`src/rtl/number_entry_reg.sv`:
```
// Operand entry register for the calculator: digit accumulation, sign, clear,
// load from the ALU, and backspace through a serial divide-by-10.
module number_entry_reg #(
  parameter int unsigned WIDTH      = 32,
  parameter int unsigned MAX_DIGITS = 9,
  parameter int unsigned CNT_W      = $clog2(MAX_DIGITS + 1)
) (
  input  logic             Clock,
  input  logic             Reset,
  input  logic             in_valid,
  output logic             in_ready,
  input  logic [2:0]       in_op,
  input  logic [3:0]       in_digit,
  input  logic [WIDTH-1:0] load_D,
  output logic [WIDTH-1:0] number_Q,
  output logic [CNT_W-1:0] digit_count,
  output logic             negative,
  output logic             overflow,
  output logic             digit_err,
  output logic             busy
);

  localparam int unsigned DIV_W = (WIDTH > 1) ? $clog2(WIDTH) : 1;

  localparam logic [2:0] OP_DIGIT = 3'd1;
  localparam logic [2:0] OP_BKSP  = 3'd2;
  localparam logic [2:0] OP_NEG   = 3'd3;
  localparam logic [2:0] OP_CLEAR = 3'd4;
  localparam logic [2:0] OP_LOAD  = 3'd5;

  typedef enum logic {IDLE, DIV} state_t;

  state_t             state_q, state_d;
  logic [WIDTH-1:0]   mag_q, mag_d;
  logic               loaded_q, loaded_d;
  logic [WIDTH-1:0]   quo_q, quo_d;
  logic [3:0]         rem_q, rem_d;
  logic [DIV_W-1:0]   div_cnt_q, div_cnt_d;

  logic               sign_d, ovf_d, derr_d, busy_d;
  logic [CNT_W-1:0]   count_d;
  logic [WIDTH-1:0]   number_d;

  logic               accept;
  logic [WIDTH-1:0]   cur_mag;
  logic [CNT_W-1:0]   cur_cnt;
  logic [4:0]         trial;
  logic               q_bit;
  logic [3:0]         rem_nxt;
  logic [WIDTH-1:0]   quo_nxt;

  assign in_ready = (state_q == IDLE) & ~Reset;
  assign accept   = in_valid & in_ready;

  // State and registered outputs
  always_ff @(posedge Clock) begin
    if (Reset) begin
      state_q     <= IDLE;
      mag_q       <= '0;
      loaded_q    <= 1'b0;
      quo_q       <= '0;
      rem_q       <= '0;
      div_cnt_q   <= '0;
      number_Q    <= '0;
      digit_count <= '0;
      negative    <= 1'b0;
      overflow    <= 1'b0;
      digit_err   <= 1'b0;
      busy        <= 1'b0;
    end else begin
      state_q     <= state_d;
      mag_q       <= mag_d;
      loaded_q    <= loaded_d;
      quo_q       <= quo_d;
      rem_q       <= rem_d;
      div_cnt_q   <= div_cnt_d;
      number_Q    <= number_d;
      digit_count <= count_d;
      negative    <= sign_d;
      overflow    <= ovf_d;
      digit_err   <= derr_d;
      busy        <= busy_d;
    end
  end

  // Next-state logic for the command decoder and the restoring divider
  always_comb begin
    state_d   = state_q;
    mag_d     = mag_q;
    loaded_d  = loaded_q;
    quo_d     = quo_q;
    rem_d     = rem_q;
    div_cnt_d = div_cnt_q;
    sign_d    = negative;
    count_d   = digit_count;
    ovf_d     = overflow;
    derr_d    = digit_err;

    cur_mag = loaded_q ? '0 : mag_q;
    cur_cnt = loaded_q ? '0 : digit_count;

    // One restoring-division step: shift in the next dividend bit, subtract 10 if it fits
    trial   = {rem_q, quo_q[WIDTH-1]};
    q_bit   = (trial >= 5'd10);
    rem_nxt = q_bit ? 4'(trial - 5'd10) : 4'(trial);
    quo_nxt = {quo_q[WIDTH-2:0], q_bit};

    unique case (state_q)
      IDLE: begin
        if (accept) begin
          unique case (in_op)
            OP_DIGIT: begin
              if (in_digit > 4'd9) begin
                derr_d = 1'b1;
              end else begin
                if (loaded_q) begin
                  mag_d    = '0;
                  sign_d   = 1'b0;
                  count_d  = '0;
                  loaded_d = 1'b0;
                end
                if ((cur_mag == '0) && (in_digit == 4'd0)) begin
                  // leading zero: nothing to record
                end else if (cur_cnt == CNT_W'(MAX_DIGITS)) begin
                  ovf_d = 1'b1;
                end else begin
                  mag_d   = cur_mag * WIDTH'(10) + WIDTH'(in_digit);
                  count_d = cur_cnt + CNT_W'(1);
                end
              end
            end
            OP_BKSP: begin
              if (loaded_q) begin
                mag_d    = '0;
                sign_d   = 1'b0;
                count_d  = '0;
                loaded_d = 1'b0;
                ovf_d    = 1'b0;
                derr_d   = 1'b0;
              end else if (digit_count != '0) begin
                state_d   = DIV;
                quo_d     = mag_q;
                rem_d     = '0;
                div_cnt_d = '0;
              end
            end
            OP_NEG: begin
              if (mag_q != '0) sign_d = ~negative;
            end
            OP_CLEAR: begin
              mag_d    = '0;
              sign_d   = 1'b0;
              count_d  = '0;
              loaded_d = 1'b0;
              ovf_d    = 1'b0;
              derr_d   = 1'b0;
            end
            OP_LOAD: begin
              sign_d   = load_D[WIDTH-1];
              mag_d    = load_D[WIDTH-1] ? (WIDTH'(0) - load_D) : load_D;
              loaded_d = 1'b1;
              count_d  = CNT_W'(MAX_DIGITS);
              ovf_d    = 1'b0;
              derr_d   = 1'b0;
            end
            default: ;
          endcase
        end
      end
      DIV: begin
        quo_d     = quo_nxt;
        rem_d     = rem_nxt;
        div_cnt_d = div_cnt_q + DIV_W'(1);
        if (div_cnt_q == DIV_W'(WIDTH - 1)) begin
          state_d = IDLE;
          mag_d   = quo_nxt;
          count_d = digit_count - CNT_W'(1);
          if (quo_nxt == '0) sign_d = 1'b0;
        end
      end
      default: state_d = IDLE;
    endcase

    number_d = sign_d ? (WIDTH'(0) - mag_d) : mag_d;
    busy_d   = (state_d == DIV);
  end

endmodule

```
`config.mk`:
```
export PLATFORM = sky130hd
export DESIGN_NAME = number_entry_reg
export DESIGN_NICKNAME = d
export VERILOG_FILES = /design/src/rtl/number_entry_reg.sv
export SDC_FILE = /design/constraint.sdc
export NUM_CORES = 1
export LEC_CHECK = 0
export CAP_MARGIN = 10
export CORE_UTILIZATION = 35
export CTS_BUF_LIST = sky130_fd_sc_hd__clkbuf_8
export CTS_CLUSTER_DIAMETER = 30
export DETAILED_ROUTE_END_ITERATION = 10
export DONT_BUFFER_PORTS = 1
export SLEW_MARGIN = 20
export SYNTH_ARGS = -nofsm -noshare
export SYNTH_HDL_FRONTEND = slang
export SYNTH_SLANG_ARGS = --single-unit
```
`constraint.sdc`:
```
create_clock -name Clock -period 6.8 [get_ports Clock]
set_input_delay 1.36 -clock Clock [delete_from_list [all_inputs] [get_ports Clock]]
set_output_delay 1.36 -clock Clock [all_outputs]
set_load 0.02 [all_outputs]
```
# Word-level counts from Yosys, hierarchy flattened
# Cells that the tools add are included.
[classes] add_sub_neg=7 multipliers=1 magnitude_cmp=2 n_eq_ne=19 muxes=57 bitwise_logic=5 reduce_logical=15
[ops] cell="two-way mux 32 bit" count=12
[ops] cell="one-hot mux 32 bit (2 select lines)" count=2
[ops] cell="one-hot mux 32 bit (4 select lines)" count=1
[ops] cell="zero test 32 bit" count=2
[ops] cell="subtractor 1 x 32 -> 32 bit, first input constant" count=2
[ops] cell="two-way mux 4 bit" count=11
[ops] cell="adder 32 x 4 -> 32 bit" count=1
[ops] cell="multiplier 32 x 3 -> 31 bit, second input constant" count=1
[ops] cell="nonzero test 32 bit" count=1
[ops] cell="two-way mux 5 bit" count=4
[ops] cell="two-way mux 1 bit" count=17
[ops] cell="one-hot mux 4 bit (2 select lines)" count=2
[ops] cell="one-hot mux 4 bit (4 select lines)" count=1
[ops] cell="!= test 2 bit, second input constant" count=7
[ops] cell="AND reduction 4 bit" count=3
[ops] cell="one-hot mux 5 bit (2 select lines)" count=1
[ops] cell="one-hot mux 1 bit (3 select lines)" count=3
[ops] cell="AND reduction 7 bit" count=1
[ops] cell="equality test 3 x 2 -> 1 bit, second input constant" count=2
[ops] cell="equality test 3 bit, second input constant" count=2
[ops] cell="!= test 2 x 1 -> 1 bit, second input constant" count=3
[ops] cell="nonzero test 3 bit" count=2
[ops] cell="adder 5 x 1 -> 5 bit, second input constant" count=1
[ops] cell="equality test 5 bit, second input constant" count=1
[ops] cell="18 further kinds" count=23
[totals] reg_bits=114 in_bits=42 out_inout_bits=41 word_cells=117

# Longest topological paths before layout
# Gate-level depths: netlist of run 1.
[logic_depth] word_depth=11 ltp_mapped=21 mapped_depth_nobuf=16

# Least setup slack after synthesis of run 1
# OpenSTA, ideal clock, no wires.
[synth_path] path_type="register -> register" start="register loaded_q" end="register number_Q[30]" setup_ns=0.123 arrival_ns=5.181 required_ns=6.677 path_slack_ns=1.495 path_stages_with_launch=19 n_path_buf=3 period_less_slack_ns=5.305 path_cell_list="dfxtp_1 -> buf_2 -> buf_1 -> buf_1 -> nor2_1 -> ha_1 -> fa_1 -> a211oi_4 -> o211ai_1 -> a21o_1 -> and2_1 -> or4_4 -> or4b_1 -> o311a_1 -> nor3_2 -> o211ai_2 -> nor3_4 -> a31oi_1 -> mux2_1"
[synth_between] elab_chain_len=11
[synth_rtl] element="start: declaration" line="35" text="logic loaded_q, loaded_d;"
[synth_rtl] element="start signal: assignment" line="73" text="loaded_q <= loaded_d;"
[synth_rtl] element="two-way mux 32 bit" line="99, 116, 133"
[synth_rtl] element="multiplier 32 x 3 -> 31 bit" line="127" text="mag_d = cur_mag * WIDTH'(10) + WIDTH'(in_digit);"
[synth_rtl] element="adder 32 x 4 -> 32 bit" line="127"
[synth_rtl] element="two-way mux 32 bit" line="124" text="end else if (cur_cnt == CNT_W'(MAX_DIGITS)) begin"
[synth_rtl] element="two-way mux 32 bit" line="122" text="if ((cur_mag == '0) && (in_digit == 4'd0)) begin"
[synth_rtl] element="two-way mux 32 bit" line="113" text="if (in_digit > 4'd9) begin"
[synth_rtl] element="one-hot mux 32 bit (4 select lines)" line="111" text="unique case (in_op)"
[synth_rtl] element="two-way mux 32 bit" line="110" text="if (accept) begin"
[synth_rtl] element="one-hot mux 32 bit (2 select lines)" line="108" text="unique case (state_q)"
[synth_rtl] element="subtractor 1 x 32 -> 32 bit" line="184" text="number_d = sign_d ? (WIDTH'(0) - mag_d) : mag_d;"
[synth_rtl] element="two-way mux 32 bit (*)" line="184"
[synth_rtl] element="end signal: assignment" line="77" text="number_Q <= number_d;"
[synth_rtl] element="end: declaration" line="15" text="output logic [WIDTH-1:0] number_Q,"
# Every way passes the cells marked *; elsewhere a longest branch is shown, timed or not.
# A chain may end at the register's enable or synchronous reset.

# Worst setup path in the final report of run 1
[layout_path] start="register loaded_q" end="register number_Q[29]"
# Same word-level chain as after synthesis.

==> impl_metrics.tcl, run 1 <==
set metrics [dict create \
    status "finished, final reports clean" \
    finClkSkew_ps 23.6 \
    drtIter0Drc 1030 \
    avgSynthCellArea_um2 7.34 \
    hold_viol 0 \
    drv_slew 0 \
    die_h_um 179 \
    hold_path.class "reg -> reg" \
    syn_area_mm2 0.0109 \
    crit_chain "inv_1 -> and3_1 -> ha_1 -> a21oi_1 -> o21ai_0 -> a211oi_1 -> nand2_1 -> nor4_1 -> and3_1 -> a211oi_1 -> a2111oi_1 -> nand3b_1 -> nor3_1 -> a21oi_1 -> mux2_1" \
    crit_arrival_ps 6360 \
    dp_hpwl_mm 30.6 \
    synthAdderAreaFrac_pct 5.68 \
    yosysSeqAreaShare_pct 20.7 \
    die_area_mm2 0.0319 \
    ant_nets 0 \
    synth_edf_count 0 \
    crit_start "loaded_q" \
    routed_wl_mm 39.8 \
    synth_seq_cells 113 \
    remaining_drc_errors 0 \
    io_pins 83 \
    tns_ps 0 \
    vias 11500 \
    setup_violations 0 \
    leakagePower_nw 3.94 \
    wl_per_cell_um 21.8 \
    cts_tree "done" \
    htreeDepth 4 \
    synthFlopType "dfxtp_1" \
    synthXorXnorAreaFrac_pct 8.32 \
    r2r_start "loaded_q" \
    worst_slack_ps 759 \
    slew_headroom_pct 25.2 \
    crit_buf_inv 1 \
    dp_slack_ps 593 \
    worstMarginPinSlew_ps 1120 \
    synthCells 1489 \
    place_inst 1790 \
    routed_via_density 6.29 \
    cts_setup_buffers 0 \
    hp-start "quo_q[28]" \
    slowest_delay_ps 820 \
    period_share_pct 88.8 \
    period_minus_slack_ps 6040 \
    grt-ovfl-total 0 \
    first_pass_iters 6 \
    fin_cells 1823 \
    synthSimpleGateAreaFrac_pct 28.2 \
    cts_inserted_buffers 17 \
    core_mm2 0.0307 \
    slowest_stage "dfxtp_1" \
    synth_compound_area_share_pct 28.5 \
    max_freq_mhz 166 \
    start_kind "flip-flop" \
    grt_max_degree 117 \
    worstSetupEndpointType "flip-flop" \
    synthesis.nets 1580 \
    cts-resized-gates 0 \
    yosysWarningCount 0 \
    io_buffers 0 \
    ys_async_sr_fraction_pct 0 \
    drive_gt1_share_pct 8.06 \
    path_clk_slew_ps 90 \
    power_density_mw_per_mm2 149 \
    grt_util_all_layers_pct 24.7 \
    antenna_found_initial 0 \
    synth_cell_types 98 \
    grt_pass1_vias 10600 \
    cts.sink_count 113 \
    ctsHoldBuffers 0 \
    gp_congestion 0.979 \
    grt_pass1_wl_mm 60.7 \
    clock_path_buffers 2 \
    cts_root_buf "clkbuf_8" \
    crit_family "simple AND/OR/NAND/NOR gates" \
    drv_cap 0 \
    synth_top_family_by_area "compound AO/OA/AOI/OAI gates" \
    required_ps 7120 \
    muxShareOfSynthArea_pct 3.40 \
    cp_max_fo 22 \
    critical_path_class "reg -> reg" \
    vdd_ir_drop_max_v 0.000137 \
    clk_latency_ps 450 \
    rsz0062_at_grt "false" \
    rows 64 \
    start_util_pct 35.6 \
    final_nets 1504 \
    area_growth_pct 5.90 \
    die_w_um 179 \
]
per-layer routing:
layer  GRT usage (%)  vias to the layer above  wire length [um]
li1                -                     5400                 -
met1            31.4                     5459             16600
met2            41.3                      526             18500
met3            5.43                       85              3510
met4            7.98                        0              1200
met5               0                        -                 0
placed cells by master, fill, tap and decap left out, types with 25 or more instances in the layout:
cell     count
ha_1        47
nand4_1     25
nor2b_1     30
dfxtp_1    112
o31ai_1     25
mux2i_1     27
nand2_1    111
inv_1       28
a22oi_1     34
nand3_1     32
and3_1      26
a21oi_1    122
nor4_1      29
xor2_1      28
nor2_1     160
xnor2_1     74
o21ai_0     80
nor3_1      52
report_power, final:
part / switching, mW / internal, mW / leakage [nW] / total [mW]
Combinational: 0.196 / 0.111 / 2.81 / 0.307
Clock: 0.302 / 0.408 / 0.220 / 0.710
Sequential: 0.0333 / 0.676 / 0.914 / 0.709
Total: 0.532 / 1.19 / 3.94 / 1.73
state kept, by name, indices dropped and copies added (netlist names):
| name | cells |
|---|---|
| number_Q | 32 |
| quo_q | 32 |
| mag_q | 31 |
| div_cnt_q | 5 |
| digit_count | 4 |
| rem_q | 4 |
| digit_err | 1 |
| loaded_q | 1 |
| negative | 1 |
| overflow | 1 |
| state_q | 1 |
tightest hold or removal path, stage by stage (launching register included):
cell and delay [ps]:
dfxtp_1 330, nand2_1 60, a21oi_1 50
cell usage after synthesis (28+ instances only):
library cell / count / area share [%]
ha_1: 48 / 5.5
nor4_1: 29 / 1.7
nor3_1: 52 / 2.4
nand3_1: 32 / 1.5
xor2_1: 28 / 2.2
xnor2_1: 74 / 5.9
nor2_1: 161 / 5.5
clkbuf_1: 82 / 2.8
a21oi_1: 122 / 5.6
o21ai_0: 80 / 3.7
a22oi_1: 34 / 2.3
dfxtp_1: 113 / 21
nand2_1: 111 / 3.8
nor2b_1: 30 / 1.7
worst paths after layout:
check	endpoint	slack [ps]	cells after the start
setup / recovery	number_Q[29]	760	15
hold / removal	quo_q[28]	490	2
setup reg to reg	number_Q[29]	760	15
hold reg to reg	quo_q[28]	490	2
logic make-up (layout without fill, tap and decap cells):
family,count (synthesis),count (layout)
buf+inv,142,79
compound gates,458,458
other cells,0,1
xor+xnor,103,103
mux,36,36
flops,113,113
fa+ha+maj,49,49
simple gates,588,588
area by class of cell:
cell class / count / area [um^2]
antenna: 1 / 2.50
clock buffer: 18 / 248
clock inverter: 14 / 189
fill: 3230 / 19100
inverter: 27 / 101
multi-input combinational: 1234 / 8120
sequential: 113 / 2270
tap: 396 / 495
timing repair buffer: 20 / 150
through the flow:
stage | hold WS, ps | power, mW | instance area (um^2) | utilization [%]
global route | 505 | 1.79 | 11600 | 37.7
floorplan | 445 | 0.954 | 10900 | -
global placement | 459 | 1.02 | 11100 | 36.3
finish | 487 | 1.73 | 11600 | 37.7
detailed placement | 476 | 1.02 | 11100 | 36.3
CTS | 486 | 1.73 | 11600 | 37.7
(Power assumes the default switching activity.)
==> inputs of run 2 (changes only) <==
--- a/config.mk
+++ b/config.mk
@@ -5,6 +5,7 @@
 export SDC_FILE = /design/constraint.sdc
 export NUM_CORES = 1
 export LEC_CHECK = 0
+export ABC_AREA = 1
 export CAP_MARGIN = 10
 export CORE_UTILIZATION = 35
 export CTS_BUF_LIST = sky130_fd_sc_hd__clkbuf_8
==> impl_metrics.tcl, run 2 <==
set metrics [dict create \
    status "finished, final reports clean" \
    synthesis.nets 2132 \
    p_int_mw 1.16 \
    io_buffers 0 \
    grt_pass1_wl_mm 66.4 \
    path_clk_slew_ps 70 \
    cts_inserted_buffers 17 \
    busiest_layer "met2" \
    wl_per_cell_um 17.4 \
    dp_slack_ps 1380 \
    tns_ps 0 \
    htreeDepth 4 \
    dp_hpwl_mm 33.3 \
    period_minus_slack_ps 5180 \
    use_met2_pct 40.5 \
    switching_share_pct 36.1 \
    vias 13100 \
    final_common_cell "nand2_1" \
    die_w_um 182 \
    leakagePower_nw 5.66 \
    drive_gt1_share_pct 5.85 \
    routed_via_density 5.41 \
    final_util_pct 37.9 \
    area_growth_pct 5.94 \
    hold_viol 0 \
    slew_headroom_pct 36.2 \
    crit_family "simple AND/OR/NAND/NOR gates" \
    synth_area_leaders "nand2_1 22%, dfxtp_1 20%, nor2_1 8.1%" \
    synthFlopType "dfxtp_1" \
    dpl-instance-area_mm2 0.0117 \
    vdd_ir_drop_max_v 0.000220 \
    ctsHoldBuffers 0 \
    gr-usage-met3_pct 2.77 \
    nFillCells 3603 \
    die_h_um 182 \
    avgSynthCellArea_um2 5.56 \
    ant_nets 0 \
    synthCells 2041 \
    critical_path_class "reg -> reg" \
    clock_path_buffers 2 \
    drv_slew 0 \
    cts_setup_buffers 0 \
    fin_area_mm2 0.0120 \
    grt_max_degree 82 \
    yosys.area.top_type "nand2_1" \
    start_kind "flip-flop" \
    ys_async_sr_fraction_pct 0 \
    start_util_pct 35.8 \
    syn_area_mm2 0.0114 \
    yosysSeqAreaShare_pct 19.9 \
    required_ps 7170 \
    antenna_found_initial 0 \
    setup_violations 0 \
    slowest_delay_ps 660 \
    cts-resized-gates 0 \
    cp_max_fo 9 \
    rsz0062_at_grt "false" \
    crit_buf_inv 0 \
    core_mm2 0.0317 \
    crit_arrival_ps 5560 \
    p_sw_uw 655 \
    first_pass_iters 7 \
    met1_usage_pct 34.9 \
    finClkSkew_ps 12.8 \
    period_share_pct 76.2 \
    hold_path.class "reg -> reg" \
    synth_cell_types 54 \
    remaining_drc_errors 0 \
    grt_util_all_layers_pct 25.3 \
    drv_cap 0 \
    max_freq_mhz 193 \
    synth_common_cells "651 x nand2_1, 244 x nor2_1, 241 x inv_1, 167 x a21oi_1, 129 x nand3_1" \
    rows 65 \
    synth_seq_cells 113 \
    yosysWarningCount 0 \
    gp_congestion 0.999 \
    diodes 0 \
    cts_root_buf "clkbuf_8" \
    worstSetupEndpointType "flip-flop" \
    largest_registers "number_Q (32), quo_q (32), mag_q (31)" \
    fin_cells 2419 \
    p_seq_share_pct 40.9 \
    power_frac_clock_pct 32.8 \
    power_density_mw_per_mm2 151 \
    synth_edf_count 0 \
    worstMarginPinSlew_ps 956 \
    cpMostUsedCell "nand2_1" \
    cts_tree "done" \
    routed_wl_mm 42.2 \
    cts.sink_count 113 \
    die_area_mm2 0.0332 \
    io_pins 83 \
    worst_slack_ps 1620 \
    grt_pass1_vias 12200 \
    grt-ovfl-total 0 \
    final_nets 2096 \
    place_inst 2388 \
    yosys.cell_count.top_type "nand2_1" \
    drtIter0Drc 1238 \
    clk_latency_ps 430 \
    slowest_stage "dfxtp_1" \
    synth_top_area_share_pct 21.5 \
    final_cell_mix "651 x nand2_1, 243 x nor2_1, 243 x inv_1" \
    pwr-share-comb_pct 26.2 \
]
run 2: cell types whose count changed after synthesis, sizes merged, moves of 25 or more:
| cell | previous run | this run |
|---|---|---|
| nand2 | 111 | 672 |
| inv | 27 | 255 |
| nand3 | 33 | 140 |
| nor2 | 161 | 260 |
| xnor2 | 75 | 3 |
| a21oi | 123 | 172 |
| clkbuf | 83 | 45 |
| nor2b | 30 | 0 |
| mux2i | 27 | 0 |
| o31ai | 27 | 1 |
| and3 | 26 | 1 |
run 2: area by class of cell:
| class | count | area [um^2] | area share (%) |
|---|---|---|---|
| well taps | 402 | 503 | 4.18 |
| repair buffers | 13 | 97.6 | 0.811 |
| clock buffers | 18 | 248 | 2.06 |
| clock inverters | 13 | 123 | 1.02 |
| multi-input cells | 1599 | 7810 | 64.9 |
| flip-flops and latches | 113 | 2260 | 18.8 |
| inverters | 261 | 987 | 8.21 |
run 2: cell families after synthesis:
group	share of synthesized area, %
adders and majority gates	5.47
AOI/OAI and AO/OA	18.6
DFF	19.9
buffers and inverters	11.4
and+or+nand+nor	44.0
xor gates and xnor gates	0.540
run 2: through the flow:
stage	power (mW)	hold WS, ps
2_1_floorplan	1.11	445
3_5_place_dp	1.22	459
5_1_grt	1.92	505
3_3_place_gp	1.22	454
4_1_cts	1.82	472
6_report	1.82	470
run 2: worst paths after layout:
path / from / to / slack, ps / cells past startpoint
min: rem_q[1] / rem_q[1] / 470 / 2
max: mag_q[1] / number_Q[29] / 1620 / 30
max reg2reg: mag_q[1] / number_Q[29] / 1620 / 30
min reg2reg: rem_q[1] / rem_q[1] / 470 / 2
run 2: layer usage:
| layer | vias up | share of wire (%) |
|---|---|---|
| met4 | 0 | 3.2 |
| li1 | 6594 | - |
| met1 | 5992 | 47 |
| met2 | 435 | 44 |
| met5 | - | 0 |
| met3 | 69 | 5.6 |
run 2: power by group through the flow:
stage | combinational [mW] | sequential (mW) | clock [mW]
2_1_floorplan | 0.365 | 0.741 | 0
3_3_place_gp | 0.463 | 0.757 | 0
3_5_place_dp | 0.465 | 0.756 | 0
4_1_cts | 0.469 | 0.742 | 0.607
5_1_grt | 0.533 | 0.746 | 0.637
6_report | 0.477 | 0.744 | 0.597
run 2: worst register-to-register path, delay by kind of cell (launching register included):
family	cells	cell delay (ps)
flip-flops	1	660
AND/OR/NAND/NOR	27	3260
AO/OA/AOI/OAI	1	450
adder cells (fa/ha/maj)	2	760
==> inputs of run 3 (changes only) <==
==> constraint.sdc (replaced) <==
create_clock -name Clock -period 5.1 [get_ports Clock]
set_input_delay 1.02 -clock Clock [delete_from_list [all_inputs] [get_ports Clock]]
set_output_delay 1.02 -clock Clock [all_outputs]
set_load 0.02 [all_outputs]
==> impl_metrics.tcl, run 3 (synthesis gave the netlist of run 2 again) <==
set metrics [dict create \
    dp_hpwl_mm 33.5 \
    start_util_pct 35.8 \
    setup_violations 0 \
    remaining_drc_errors 0 \
    clk_latency_ps 440 \
    hold_viol 0 \
    die_h_um 182 \
    worstSetupEndpointType "flip-flop" \
    period_share_pct 91.5 \
    status "finished, final reports clean" \
    io_pins 83 \
    start_kind "flip-flop" \
    grt_max_degree 82 \
    grt_pass1_wl_mm 66.9 \
    cts_inserted_buffers 17 \
    cts_setup_buffers 0 \
    cts_tree "done" \
    final_common_cell "nand2_1" \
    area_growth_pct 7.88 \
    final_cell_mix "650 x nand2_1, 242 x inv_1, 241 x nor2_1" \
    grt-ovfl-total 0 \
    max_freq_mhz 214 \
    worstMarginPinSlew_ps 1020 \
    final_nets 2113 \
    leakagePower_nw 5.77 \
    core_mm2 0.0317 \
    io_buffers 0 \
    critical_path_class "reg -> reg" \
    drive_gt1_share_pct 7.13 \
    antenna_found_initial 0 \
    path_clk_slew_ps 80 \
    grt_pass1_vias 12400 \
    htreeDepth 4 \
    routed_wl_mm 42.4 \
    largest_registers "number_Q (32), quo_q (32), mag_q (31)" \
    die_w_um 182 \
    cpMostUsedCell "nand2_1" \
    crit_arrival_ps 4990 \
    cp_max_fo 23 \
    vdd_ir_drop_max_v 0.000265 \
    first_pass_iters 6 \
    p_total_mw 2.52 \
    cts_root_buf "clkbuf_8" \
    drv_cap 0 \
    hold_path.class "reg -> reg" \
    clock_path_buffers 2 \
    die_area_mm2 0.0332 \
    period_minus_slack_ps 4660 \
    cts-resized-gates 0 \
    ant_nets 0 \
    grt_util_all_layers_pct 25.5 \
    vias 13400 \
    slew_headroom_pct 32.1 \
    power_density_mw_per_mm2 206 \
    gp_congestion 0.950 \
    cts.sink_count 113 \
    drtIter0Drc 1367 \
    fin_cells 2437 \
    ctsHoldBuffers 0 \
    tns_ps 0 \
    final_util_pct 38.6 \
    slowest_stage "dfxtp_2" \
    place_inst 2404 \
    finClkSkew_ps 16.6 \
    drv_slew 0 \
    required_ps 5430 \
    rows 65 \
    diodes 0 \
    slowest_delay_ps 530 \
    wl_per_cell_um 17.4 \
    routed_via_density 5.49 \
]
## run 3: metal layers
metal / vias up / track usage [%] / share of wire, % / wire length, um
met5: - / 0 / 0 / 0
met3: 87 / 2.51 / 6.6 / 2780
met1: 6117 / 34.5 / 45 / 19100
met2: 537 / 40.3 / 44 / 18400
li1: 6634 / - / - / -
met4: 0 / 13.1 / 4.8 / 2020
## run 3: worst max-delay path, delay by kind of cell, from the launching register on
kind / cells / cell delay (ps)
compound gates: 2 / 350
simple gates: 24 / 2590
flops: 1 / 530
fa+ha+maj: 2 / 580
buf+inv: 3 / 500
## run 3: report_power, final
| group | switching, mW | internal, mW |
|---|---|---|
| combinational | 0.451 | 0.203 |
| sequential | 0.0716 | 0.920 |
| clock | 0.383 | 0.493 |
## run 3: worst paths after layout
kind           startpoint           end  slack, ps  depth (start not counted)
max              loaded_q  number_Q[25]        440                         31
min          div_cnt_q[4]  div_cnt_q[4]        470                          2
max reg2reg      loaded_q  number_Q[25]        440                         31
min reg2reg  div_cnt_q[4]  div_cnt_q[4]        470                          2
## run 3: area by class of cell
| class | instances | area, um^2 |
|---|---|---|
| clock buffer | 18 | 248 |
| clock inverter | 14 | 165 |
| fill | 3552 | 19500 |
| inverter | 261 | 992 |
| multi-input combinational | 1599 | 7830 |
| sequential | 113 | 2270 |
| tap | 402 | 503 |
| timing repair buffer | 29 | 230 |
| timing repair inverter | 1 | 8.76 |
## run 3: metrics by stage
stage / setup WS, ps / hold slack, ps / area [um^2]
global placement: 417 / 450 / 11800
CTS: 211 / 473 / 12200
global route: -0.262 / 494 / 12200
detailed placement: 295 / 464 / 11800
floorplan: 1060 / 445 / 11400
finish: 435 / 470 / 12200
